**config.mk**
```make
export PLATFORM = sky130hd
export DESIGN_NAME = teclado_scan_n
export DESIGN_NICKNAME = d
export VERILOG_FILES = /design/src/rtl/teclado_scan_n.sv
export SDC_FILE = /design/constraint.sdc
export NUM_CORES = 1
export LEC_CHECK = 0
export BUFFER_PORTS_ARGS = -buffer_cell sky130_fd_sc_hd__buf_2
export CAP_MARGIN = 20
export CORE_ASPECT_RATIO = 0.75
export CORE_MARGIN = 10
export CORE_UTILIZATION = 55
export DETAILED_ROUTE_END_ITERATION = 16
export PLACE_DENSITY = 0.78
export SLEW_MARGIN = 30
export SYNTH_ARGS = -nofsm -noshare
export SYNTH_HDL_FRONTEND = slang
export SYNTH_SLANG_ARGS = --single-unit
```
**constraint.sdc**
```tcl
create_clock -name clk -period 4.4 [get_ports clk]
set_input_delay 0 -clock clk [delete_from_list [all_inputs] [get_ports clk]]
set_output_delay 0 -clock clk [all_outputs]
set_load 0.01 [all_outputs]
```
**src/rtl/teclado_scan_n.sv**
```systemverilog
// teclado_scan_n: matrix keypad scanner with 2-flop row sync, press/release debounce,
// hex or linear keymap, single-cycle key pulse and a wrapping N_DIGITOS digit buffer.
module teclado_scan_n #(
   parameter int N_FILAS   = 4,
   parameter int N_COLS    = 4,
   parameter int T_COL     = 3,
   parameter int DEB_CNT   = 4,
   parameter int N_DIGITOS = 3,
   parameter int MAPA_HEX  = 1,
   parameter int CW        = (MAPA_HEX == 1) ? 4 : $clog2(N_FILAS * N_COLS),
   parameter int PW        = (N_DIGITOS > 1) ? $clog2(N_DIGITOS) : 1
) (
   input  logic                    clk,
   input  logic                    rst_n,
   input  logic [N_FILAS-1:0]      fila,
   input  logic                    borrar,
   output logic [N_COLS-1:0]       col,
   output logic [CW-1:0]           tecla,
   output logic                    tecla_valida,
   output logic [N_DIGITOS*CW-1:0] digitos,
   output logic [PW-1:0]           desp
);
   localparam int RW  = $clog2(N_FILAS);
   localparam int CIW = $clog2(N_COLS);
   localparam int DWW = $clog2(T_COL);
   localparam int KW  = $clog2(DEB_CNT + 1);
   localparam int DW  = N_DIGITOS * CW;
   // nibble k holds the hex code of key index row*4+col
   localparam logic [63:0] HEX = 64'hDE0FC987B654A321;

   typedef enum logic [1:0] {SCAN, DEB_P, PRES, DEB_R} estado_t;

   estado_t          r_est, w_est;
   logic [N_FILAS-1:0] r_fm, r_fs, r_fl, w_fl;
   logic [CIW-1:0]   r_ci, w_ci, w_ci_sig;
   logic [DWW-1:0]   r_dw, w_dw;
   logic [KW-1:0]    r_k, w_k;
   logic [CW-1:0]    r_tecla, w_code;
   logic             r_val, w_acc, w_uno, w_fin;
   logic [DW-1:0]    r_dig, w_dig;
   logic [PW-1:0]    r_desp, w_desp;
   logic [RW-1:0]    w_row;

   assign col          = N_COLS'(1) << r_ci;
   assign tecla        = r_tecla;
   assign tecla_valida = r_val;
   assign digitos      = r_dig;
   assign desp         = r_desp;

   assign w_uno    = (r_fs != '0) && ((r_fs & (r_fs - N_FILAS'(1))) == '0);
   assign w_fin    = r_dw == DWW'(T_COL - 1);
   assign w_ci_sig = (r_ci == CIW'(N_COLS - 1)) ? '0 : r_ci + CIW'(1);

   always_comb begin
      w_row = '0;
      for (int i = 0; i < N_FILAS; i++) if (r_fl[i]) w_row = RW'(i);
   end

   assign w_code = (MAPA_HEX == 1) ? CW'(HEX >> {w_row, r_ci, 2'b00})
                                   : CW'(int'(w_row) * N_COLS + int'(r_ci));

   always_comb begin
      w_est = r_est;
      w_ci  = r_ci;
      w_dw  = r_dw;
      w_k   = r_k;
      w_fl  = r_fl;
      w_acc = 1'b0;
      case (r_est)
         SCAN: begin
            w_dw = w_fin ? '0 : r_dw + DWW'(1);
            if (w_fin && w_uno) begin
               w_fl  = r_fs;
               w_k   = '0;
               w_est = DEB_P;
            end else if (w_fin) w_ci = w_ci_sig;
         end
         DEB_P:
            if (r_fs != r_fl) begin
               w_est = SCAN;
               w_ci  = w_ci_sig;
               w_dw  = '0;
            end else if (r_k == KW'(DEB_CNT - 1)) begin
               w_acc = 1'b1;
               w_est = PRES;
            end else w_k = r_k + KW'(1);
         PRES:
            if (r_fs == '0) begin
               w_k   = '0;
               w_est = DEB_R;
            end
         DEB_R:
            if (r_fs != '0) w_est = PRES;
            else if (r_k == KW'(DEB_CNT - 1)) begin
               w_est = SCAN;
               w_ci  = w_ci_sig;
               w_dw  = '0;
            end else w_k = r_k + KW'(1);
         default: w_est = SCAN;
      endcase
   end

   // a clear in the accept cycle wins over the push
   assign w_dig  = borrar ? '0 : w_acc ? (r_dig << CW) | DW'(w_code) : r_dig;
   assign w_desp = borrar ? '0 : !w_acc ? r_desp :
                   (r_desp == PW'(N_DIGITOS - 1)) ? '0 : r_desp + PW'(1);

   always_ff @(posedge clk or negedge rst_n)
      if (!rst_n) begin
         r_fm    <= '0;
         r_fs    <= '0;
         r_est   <= SCAN;
         r_ci    <= '0;
         r_dw    <= '0;
         r_k     <= '0;
         r_fl    <= '0;
         r_tecla <= '0;
         r_val   <= 1'b0;
         r_dig   <= '0;
         r_desp  <= '0;
      end else begin
         r_fm    <= fila;
         r_fs    <= r_fm;
         r_est   <= w_est;
         r_ci    <= w_ci;
         r_dw    <= w_dw;
         r_k     <= w_k;
         r_fl    <= w_fl;
         r_tecla <= w_acc ? w_code : r_tecla;
         r_val   <= w_acc;
         r_dig   <= w_dig;
         r_desp  <= w_desp;
      end
endmodule
```
; ---- Word-level counts from Yosys, hierarchy flattened
; Index checks and enable logic that the tools add are counted.
[classes]
addsub = 5
n_mul = 0
div = 0
order_cmp = 0
eq_ne = 18
shift = 2
n_mux = 35
bitwise = 2
reduce_logical = 13
[op_table]
columns = operator, count
row1 = "64-bit by 6-bit >> shifter with 4-bit output, first input constant", 1
row2 = 2-bit 2-to-1 mux, 20
row3 = 12-bit 2-to-1 mux, 2
row4 = "2-bit != test, second input constant", 8
row5 = 3-bit 2-to-1 mux, 5
row6 = 12-bit by 4-bit bitwise OR with 12-bit output, 1
row7 = 2-bit one-hot mux with 3 select lines, 2
row8 = 3-bit one-hot mux with 4 select lines, 1
row9 = 4-bit AND reduction, 3
row10 = "2-bit == test, second input constant", 5
row11 = 4-bit zero test, 2
row12 = 2-bit one-hot mux with 4 select lines, 1
row13 = "2-bit by 1-bit adder with 2-bit output, second input constant", 3
row14 = "3-bit != test, second input constant", 2
row15 = 6-bit AND reduction, 1
row16 = 4-bit bitwise AND, 1
row17 = 1-bit 2-to-1 mux, 4
row18 = 4-bit != test, 1
row19 = 4-bit nonzero test, 1
row20 = "1-bit by 2-bit << shifter with 4-bit output, first input constant", 1
row21 = "4-bit by 1-bit subtractor with 4-bit output, second input constant", 1
row22 = "3-bit by 1-bit adder with 3-bit output, second input constant", 1
row23 = "3-bit by 2-bit == test with 1-bit output, second input constant", 1
row24 = 3-bit nonzero test, 1
row25 = other kinds (5), 6
[word_totals]
ff_bits = 40
latch_bits = 0
ram_bits = 0
romBits = 0
inputBits = 7
mem_count = 0

; ---- Depth between registers and ports, before layout
; Gate-level depths: netlist (run 1).
[depth]
word_depth = 7
depth_mapped = 8

; ---- Worst setup path after synthesis (run 1)
; OpenSTA, ideal clock, no wires.
[synth_path]
path_type = reg-to-reg
startpoint = reg r_fs[0]
endpoint = reg r_ci[0]
setup_ps = 125
arrival_ps = 1863
path_slack_ps = 2412
stages_incl_launch_ff = 6
path_buffers = 0
synth_period_minus_slack_ps = 1988
cell_sequence = dfrtp_1 or4_4 o21ai_2 o21ai_2 or3_4 mux2_4
[synth_between]
elab_chain_cells = 7
elab_cells_between_ends = 11
classes_between = add/sub: 1 / eq/ne: 4 / bitwise: 1 / reduce/logical: 5
[synth_rtl]
columns = item, line
row1 = start: declaration, 34  ; logic [N_FILAS-1:0] r_fm, r_fs, r_fl, w_fl;
row2 = start signal: assignment, 123  ; r_fs <= r_fm;
row3 = 4-bit by 1-bit subtractor with 4-bit output, 50  ; assign w_uno = (r_fs != '0) && ((r_fs & (r_fs - N_FILAS'(1))) == '0);
row4 = 4-bit bitwise AND, 50
row5 = 4-bit zero test, 50
row6 = 1-bit logical AND, 50
row7 = 1-bit logical AND, 72  ; if (w_fin && w_uno) begin
row8 = 2-bit != test (no source line), --
row9 = 6-bit AND reduction (no source line) (*), --
row10 = end signal: assignment, 125  ; r_ci <= w_ci;
row11 = end: declaration, 35  ; logic [CIW-1:0] r_ci, w_ci, w_ci_sig;
; Mark *: on every way between the ends. The rest lies on a longest branch, timed or not.
; A chain may end at the register's enable or synchronous reset.

; ---- Final worst setup path (run 1)
[layout_path]
startpoint = reg r_fl[3]
endpoint = reg r_dig[2] (netlist: digitos[2])
[layout_between]
elab_chain_cells = 5
elab_cells_between_ends = 9
classes_between = eq/ne: 1 / shift: 1 / mux: 5 / bitwise: 1 / reduce/logical: 1
[layout_rtl]
columns = item, line
row1 = start: declaration, 34
row2 = start signal: assignment, 128  ; r_fl <= w_fl;
row3 = 2-bit 2-to-1 mux, 56  ; for (int i = 0; i < N_FILAS; i++) if (r_fl[i]) w_row = RW'(i);
row4 = 64-bit by 6-bit >> shifter with 4-bit output, 59  ; assign w_code = (MAPA_HEX == 1) ? CW'(HEX >> {w_row, r_ci, 2'b00})
row5 = 12-bit by 4-bit bitwise OR with 12-bit output, 104  ; assign w_dig = borrar ? '0 : w_acc ? (r_dig << CW) | DW'(w_code) : r_dig;
row6 = 12-bit 2-to-1 mux (2 in series), 104
row7 = end signal: assignment, 131  ; r_dig <= w_dig;
row8 = end: declaration, 40  ; logic [DW-1:0] r_dig, w_dig;
; Several ways; a longest one is shown, not always the timed one. The select of a mux whose other input is x is not followed.

==> results of run 1 <==
-- layer usage --
metal  global-route usage  wire, um  vias to the layer above
li1                     -         -                      629
met1                0.155      1640                      613
met2                0.202      1710                       36
met3               0.0398       197                        7
met4               0.0543        59                        0
met5                    0         0                        -
-- flip-flops by register name (all words and copies together) (netlist names) --
| name | flops |
|---|---|
| r_dw | 2 |
| tecla | 4 |
| tecla_valida | 1 |
| r_k | 3 |
| r_fm | 4 |
| r_ci | 2 |
| r_fs | 4 |
| digitos | 12 |
| desp | 2 |
| r_fl | 4 |
| r_est | 2 |
-- worst max path at each step --
stage / startpoint / endpoint / cells past startpoint
after CTS: r_fl[3] / digitos[2] / 6
after global routing: r_fl[3] / digitos[2] / 6
after detailed placement: r_fl[3] / digitos[2] / 6
final: r_fl[3] / digitos[2] / 6
after floorplan: r_fs[0] / r_ci[0] / 5
after global placement: r_fl[3] / digitos[3] / 6
-- synthesized netlist by cell type, drive strengths merged, types with 2 or more instances --
library cell / instances
nor3: 2
nand2b: 5
buf: 4
nor2: 9
dfrtp: 40
a211oi: 2
o211ai: 2
o21ai: 3
inv: 9
a21oi: 15
xnor2: 4
mux2: 7
or3: 3
o31ai: 2
mux2i: 2
nor2b: 3
nand2: 34
nor4b: 2
ha: 7
-- repair_timing --
item / 4_1_cts / 5_1_grt
setup endpoints to repair: 0 / 0
endpoints found under the hold margin: 44 / 0
hold buffers: 5 / 0
-- critical path: stages (launching register included) --
cell and delay, ns:
dfrtp_1 0.47, xnor2_1 0.19, nand4_1 0.17, or3_1 0.67
inv_1 0.44, o211ai_1 0.20, a21oi_1 0.16
-- final cells by class --
cell class / count / share of cell area
sequential: 40 / 0.479
multi-input combinational: 112 / 0.342
timing repair buffer: 34 / 0.0947
clock buffer: 7 / 0.0413
tap: 38 / 0.0228
inverter: 9 / 0.0162
clock inverter: 1 / 0.00359
-- cells by family after synthesis --
kind of cell / synth area share
fa+ha+maj: 0.0494
flops: 0.565
mux: 0.0600
simple gates: 0.170
compound gates: 0.0989
buf+inv: 0.0318
xor+xnor: 0.0247
-- stage by stage --
| stage | cell area, um^2 | hold WS [ns] | worst slack (ns) |
|---|---|---|---|
| 6_report | 2090 | 0.0668 | 2.01 |
| 5_1_grt | 2090 | 0.0730 | 1.79 |
| 4_1_cts | 2090 | 0.0518 | 2.02 |
| 3_5_place_dp | 1940 | 0.110 | 2.04 |
| 3_3_place_gp | 1940 | 0.108 | 2.15 |
| 2_1_floorplan | 1770 | -0.296 | 2.41 |
-- power groups by stage --
stage / combinational (mW) / sequential (mW) / clock [mW]
2_1_floorplan: 0.242 / 0.471 / 0
3_3_place_gp: 0.288 / 0.490 / 0
3_5_place_dp: 0.300 / 0.496 / 0
4_1_cts: 0.305 / 0.489 / 0.250
5_1_grt: 0.336 / 0.500 / 0.269
6_report: 0.304 / 0.490 / 0.248
==> impl_results.md, run 1 <==
- Synthesized area per cell: 10.7 um^2
- Gr ovfl total: 0
- CORE AREA: 3020 um^2
- Most common cell after layout, fill and taps aside: dfrtp_1
- Top-area cell type share of the netlist area: 0.565
- HPWL after DPL: 2570 um
- I/O pin count: 30
- Sequential share of power: 0.470
- Worst Reg-to-Reg Cells: 6
- DRT Pass-1 Iters: 5
- PostCTS Resize Cnt: 0
- H-tree levels: 2
- Top cells by area, synth: dfrtp_1, nand2_1, ha_1
- Crit path kind: reg2reg
- Via density: 5.33
- FP Rows: 17
- Final wirelength: 3610 um
- EDFF count, synth: 0
- Top_reg_cell synth: dfrtp_1
- Minimum clock period: 2.39 ns
- R2r startpoint: r_fl[3]
- Non-Filler Instances: 241
- Clock share of power: 0.238
- Clock Skew: 0.00282 ns
- Critical Path AT: 2.61 ns
- Reg clk slew, reported paths: 0.07 ns
- Measured slew at the worst slew-check pin: 0.662 ns
- TritonCTS buffer count: 5
- First-pass GRT wire length: 6280 um
- Fin crit share: 0.543
- Reg2Reg Capture Point: digitos[2]
- Commonest cells after routing, fill and taps aside: dfrtp_1, nand2_1, buf_2
- Peak fanout along the critical path: 21
- Die Wd: 85.5 um
- WP data required: 4.62 ns
- CTS max path bufs: 2
- Synth Register Bits: 40
- Worst hold path cell count: 2
- Run status: finished, final reports clean
- Post-synthesis sequential area ratio: 0.565
- Psw: 0.340 mW
- Int Power: 0.703 mW
- Worst slew margin: 0.558
- Die height: 69.2 um
- FF/Latch Area: 1000 um^2
- Layout Utilization: 0.691
- Setup TNS: 0 ns
- Max Freq: 419 MHz
- Power Total: 1.04 mW
- Logic pwr share: 0.292
- Crit path launch type: flip-flop
- CTS Sinks: 40
- Synth Instances: 166
- Multi-input logic area: 714 um^2
- I/O Buffers: 29
- Post-route ant nets: 0
- Routability cong.: 0.768
- Synth area leader: dfrtp_1
- Full die area: 5910 um^2
- Via count: 1,285
- TritonCTS clock tree: built
- Synthesis Warnings: 0
- Max Cap Viol: 0
- Final setup vio count: 0
- Avg WL per Cell: 15.0 um
- Antenna violations before repair: 0
- Share of layout cells above drive strength 1: 0.236
- P per Cell Area: 499 nW/um^2
- Root Driver: clkbuf_8
- Post-Syn Area: 1770 um^2
- Vias in the first global route: 1,346
- Largest net degree at the start of global routing: 41
- Critical Path End Type: flip-flop
- Leakage power: 1.04 nW
- Worst Hold Path EP: digitos[8]
- Initial DRC Count: 86
- Starting density of the core: 0.587
- Setup Buffers After CTS: 0
- Fillers: 236
- Cell Count Post-Placement: 228
- Hold Crit Class: in2reg
- Final Slew Violations: 0
- # diodes: 0
- Syn_nets: 180
- Yosys cell types: 34
- Clock Latency Late Sink: 0.29 ns
- Area Overhead vs Synth: 17.9%
- Sw Ratio: 0.326
- R2R Setup Slk: 2.01 ns
- Global Route Usage Sum: 0.128
- Final Hold Viols: 0
- RSZ-0062 raised after global routing: no
- Async S/R FF share, synth: 1.00
- # DRC: 0
- Final #Nets: 216
- VDD IR max: 0.317 mV
- Worst hold start: borrar
No activity file was read; power rests on OpenSTA's default activity.
==> inputs of run 2 (changes only) <==
--- a/config.mk
+++ b/config.mk
@@ -5,13 +5,14 @@
 export SDC_FILE = /design/constraint.sdc
 export NUM_CORES = 1
 export LEC_CHECK = 0
+export ABC_AREA = 1
 export BUFFER_PORTS_ARGS = -buffer_cell sky130_fd_sc_hd__buf_2
 export CAP_MARGIN = 20
 export CORE_ASPECT_RATIO = 0.75
 export CORE_MARGIN = 10
 export CORE_UTILIZATION = 55
 export DETAILED_ROUTE_END_ITERATION = 16
-export PLACE_DENSITY = 0.78
+export PLACE_DENSITY = 0.77
 export SLEW_MARGIN = 30
 export SYNTH_ARGS = -nofsm -noshare
 export SYNTH_HDL_FRONTEND = slang
==> constraint.sdc (replaced) <==
create_clock -name clk -period 2.45 [get_ports clk]
set_input_delay 0 -clock clk [delete_from_list [all_inputs] [get_ports clk]]
set_output_delay 0 -clock clk [all_outputs]
set_load 0.01 [all_outputs]
==> impl_results.md, run 2 <==
- Clock Skew: 0.00550 ns
- Area Overhead vs Synth: 17.1%
- Run status: finished, final reports clean
- Reg clk slew, reported paths: 0.07 ns
- Synth area leader: dfrtp_1
- Setup Buffers After CTS: 0
- Synth Area in Compound Gates: 0.0527
- Max Freq: 592 MHz
- Antenna violations before repair: 0
- Final Slew Violations: 0
- Multiplexer share of the synthesized area: 0
- HPWL after DPL: 2800 um
- Syn_nets: 251
- FP Rows: 18
- Sw Ratio: 0.377
- Vias in the first global route: 1,462
- Most common cell after layout, fill and taps aside: nand2_1
- Die height: 72.2 um
- CTS max path bufs: 2
- Setup TNS: 0 ns
- Root Driver: clkbuf_8
- R2R Setup Slk: 0.76 ns
- H-tree levels: 2
- Synth Instances: 237
- Gr ovfl total: 0
- Post-route ant nets: 0
- Top-count cell post-synth: nand2_1
- Cell Chain, Critical Path: ha_1 -> ha_1 -> inv_1 -> nand3_1 -> nand2_1 -> inv_1 -> nand2_1 -> nor2_1 -> nand2_1 -> nand2_1
- # diodes: 0
- Final wirelength: 3930 um
- Sequential share of power: 0.389
- Synth Area in Adders: 0.0439
- Commonest cells after routing, fill and taps aside: nand2_1, dfrtp_1, buf_2
- DR WL met2: 1690 um
- Largest net degree at the start of global routing: 41
- Global Route Usage Sum: 0.134
- Post-synthesis sequential area ratio: 0.502
- Via count: 1,640
- Main combinational cell family by area after synthesis: simple AND/OR/NAND/NOR gates
- I/O pin count: 30
- P per Cell Area: 954 nW/um^2
- Share of layout cells above drive strength 1: 0.200
- Minimum clock period: 1.69 ns
- Synthesis Warnings: 0
- CP bufs+invs: 2
- Top cells by area, synth: dfrtp_1, nand2_1, nand3_1
- CP max-delay cell: dfrtp_1
- Logic pwr share: 0.354
- TritonCTS clock tree: built
- Most frequent CP cell: nand2_1
- Critical Path AT: 1.86 ns
- WP data required: 2.62 ns
- EDFF count, synth: 0
- DRT Pass-1 Iters: 4
- Top_reg_cell synth: dfrtp_1
- Int Power: 1.39 mW
- Worst slew margin: 0.439
- DR top layer: met4
- TritonCTS buffer count: 5
- Measured slew at the worst slew-check pin: 0.842 ns
- RSZ-0062 raised after global routing: no
- Max Cap Viol: 0
- First-pass GRT wire length: 6820 um
- Wire length on met3: 319 um
- CTS Sinks: 40
- Crit path launch type: flip-flop
- Avg WL per Cell: 12.5 um
- Initial DRC Count: 140
- # DRC: 0
- Design Area, Final: 2340 um^2
- Full die area: 6460 um^2
- Top-area cell type share of the netlist area: 0.502
- Hold Crit Class: in2reg
- Synth Area in XOR/XNOR: 0
- VDD IR max: 0.533 mV
- Final Hold Viols: 0
- Post-Syn Area: 2000 um^2
- Clock share of power: 0.257
- Clock Latency Late Sink: 0.28 ns
- Leakage power: 1.35 nW
- Routed met1 length: 1900 um
- Crit path kind: reg2reg
- Via density: 5.21
- Fin crit share: 0.689
- Synth Area in Simple Gates: 0.341
- Starting density of the core: 0.591
- I/O Buffers: 29
- Routability cong.: 0.874
- Max reg flops: 12
- Critical Path End Type: flip-flop
- Peak fanout along the critical path: 3
- Yosys cell types: 23
- Slowest stage delay, CP: 0.40 ns
- Synth Register Bits: 40
- Die Wd: 89.6 um
- CORE AREA: 3380 um^2
- Final setup vio count: 0
- Most frequent cells after synthesis: nand2_1, dfrtp_1, nand3_1
- Crit path max-delay family: simple AND/OR/NAND/NOR gates
- Placed Area: 2160 um^2
- Final #Nets: 288
- Async S/R FF share, synth: 1.00
- Psw: 0.840 mW
- Synthesized area per cell: 8.42 um^2
## run 2: cell count changes in the layout (fill, tap and decap cells not counted), moves of 6 or more
cell     previous run  this run
nor2_1              9        16
a21oi_1            15         2
nand3_1             0        28
inv_1               9        20
nand3_2             0         6
o21ai_0             1        11
nand2_1            34        80
## run 2: per-layer routing
layer  GRT usage  vias up
li1            -      838
met5           0        -
met2       0.190       52
met4      0.0475        0
met1       0.184      748
met3      0.0458        2
## run 2: path summary, 6_finish.rpt
kind                              start  cells past startpoint         end
worst min-delay path             borrar                      4  digitos[9]
min in group asynchronous         rst_n                      2     r_fl[1]
worst min register to register  r_fm[3]                      0     r_fs[3]
worst max register to register   r_k[0]                     10     r_ci[0]
max in group asynchronous         rst_n                      2    tecla[1]
worst max-delay path             r_k[0]                     10     r_ci[0]
## run 2: metrics by stage
stage | power (mW) | hold WS (ns) | instances | worst slack (ns) | util
finish | 2.23 | 0.185 | 315 | 0.761 | 0.691
global route | 2.41 | 0.225 | 315 | 0.566 | 0.691
CTS | 2.24 | 0.177 | 315 | 0.752 | 0.691
detailed placement | 1.65 | 0.110 | 302 | 0.775 | 0.639
global placement | 1.63 | 0.109 | 302 | 0.808 | 0.639
floorplan | 1.45 | -0.296 | 237 | 0.866 | -
## run 2: kinds of logic (layout without fill, tap and decap cells)
logic type | Yosys count | count (layout)
AND/OR/NAND/NOR | 142 | 142
adder cells (fa/ha/maj) | 7 | 7
AO/OA/AOI/OAI | 20 | 20
flip-flops | 40 | 40
buffers and inverters | 28 | 66
## run 2: timing repair
action                                 in CTS  in global routing
hold buffers                                5                  0
resized for setup                           0                  0
endpoints found under the hold margin      44                  0
## run 2: power groups by stage
stage	combinational (mW)	clock (mW)	sequential [mW]
4_1_cts	0.790	0.587	0.866
2_1_floorplan	0.601	0	0.854
3_3_place_gp	0.758	0	0.876
6_report	0.788	0.573	0.867
5_1_grt	0.914	0.613	0.883
3_5_place_dp	0.768	0	0.878
## run 2: final cells by class
type                       count  area [um^2]
inverter                      24         90.1
tap                           40         50.0
clock inverter                 1         30.0
sequential                    40         1000
multi-input combinational    169          873
clock buffer                   7         96.3
fill                         258         1040
timing repair buffer          34          195
## run 2: worst reg2reg max path, stage by stage, from the launching register on
cell	delay, ns
dfrtp_1	0.40
ha_1	0.20
ha_1	0.23
inv_1	0.19
nand3_1	0.14
nand2_1	0.09
inv_1	0.04
nand2_1	0.08
nor2_1	0.09
nand2_1	0.06
nand2_1	0.05
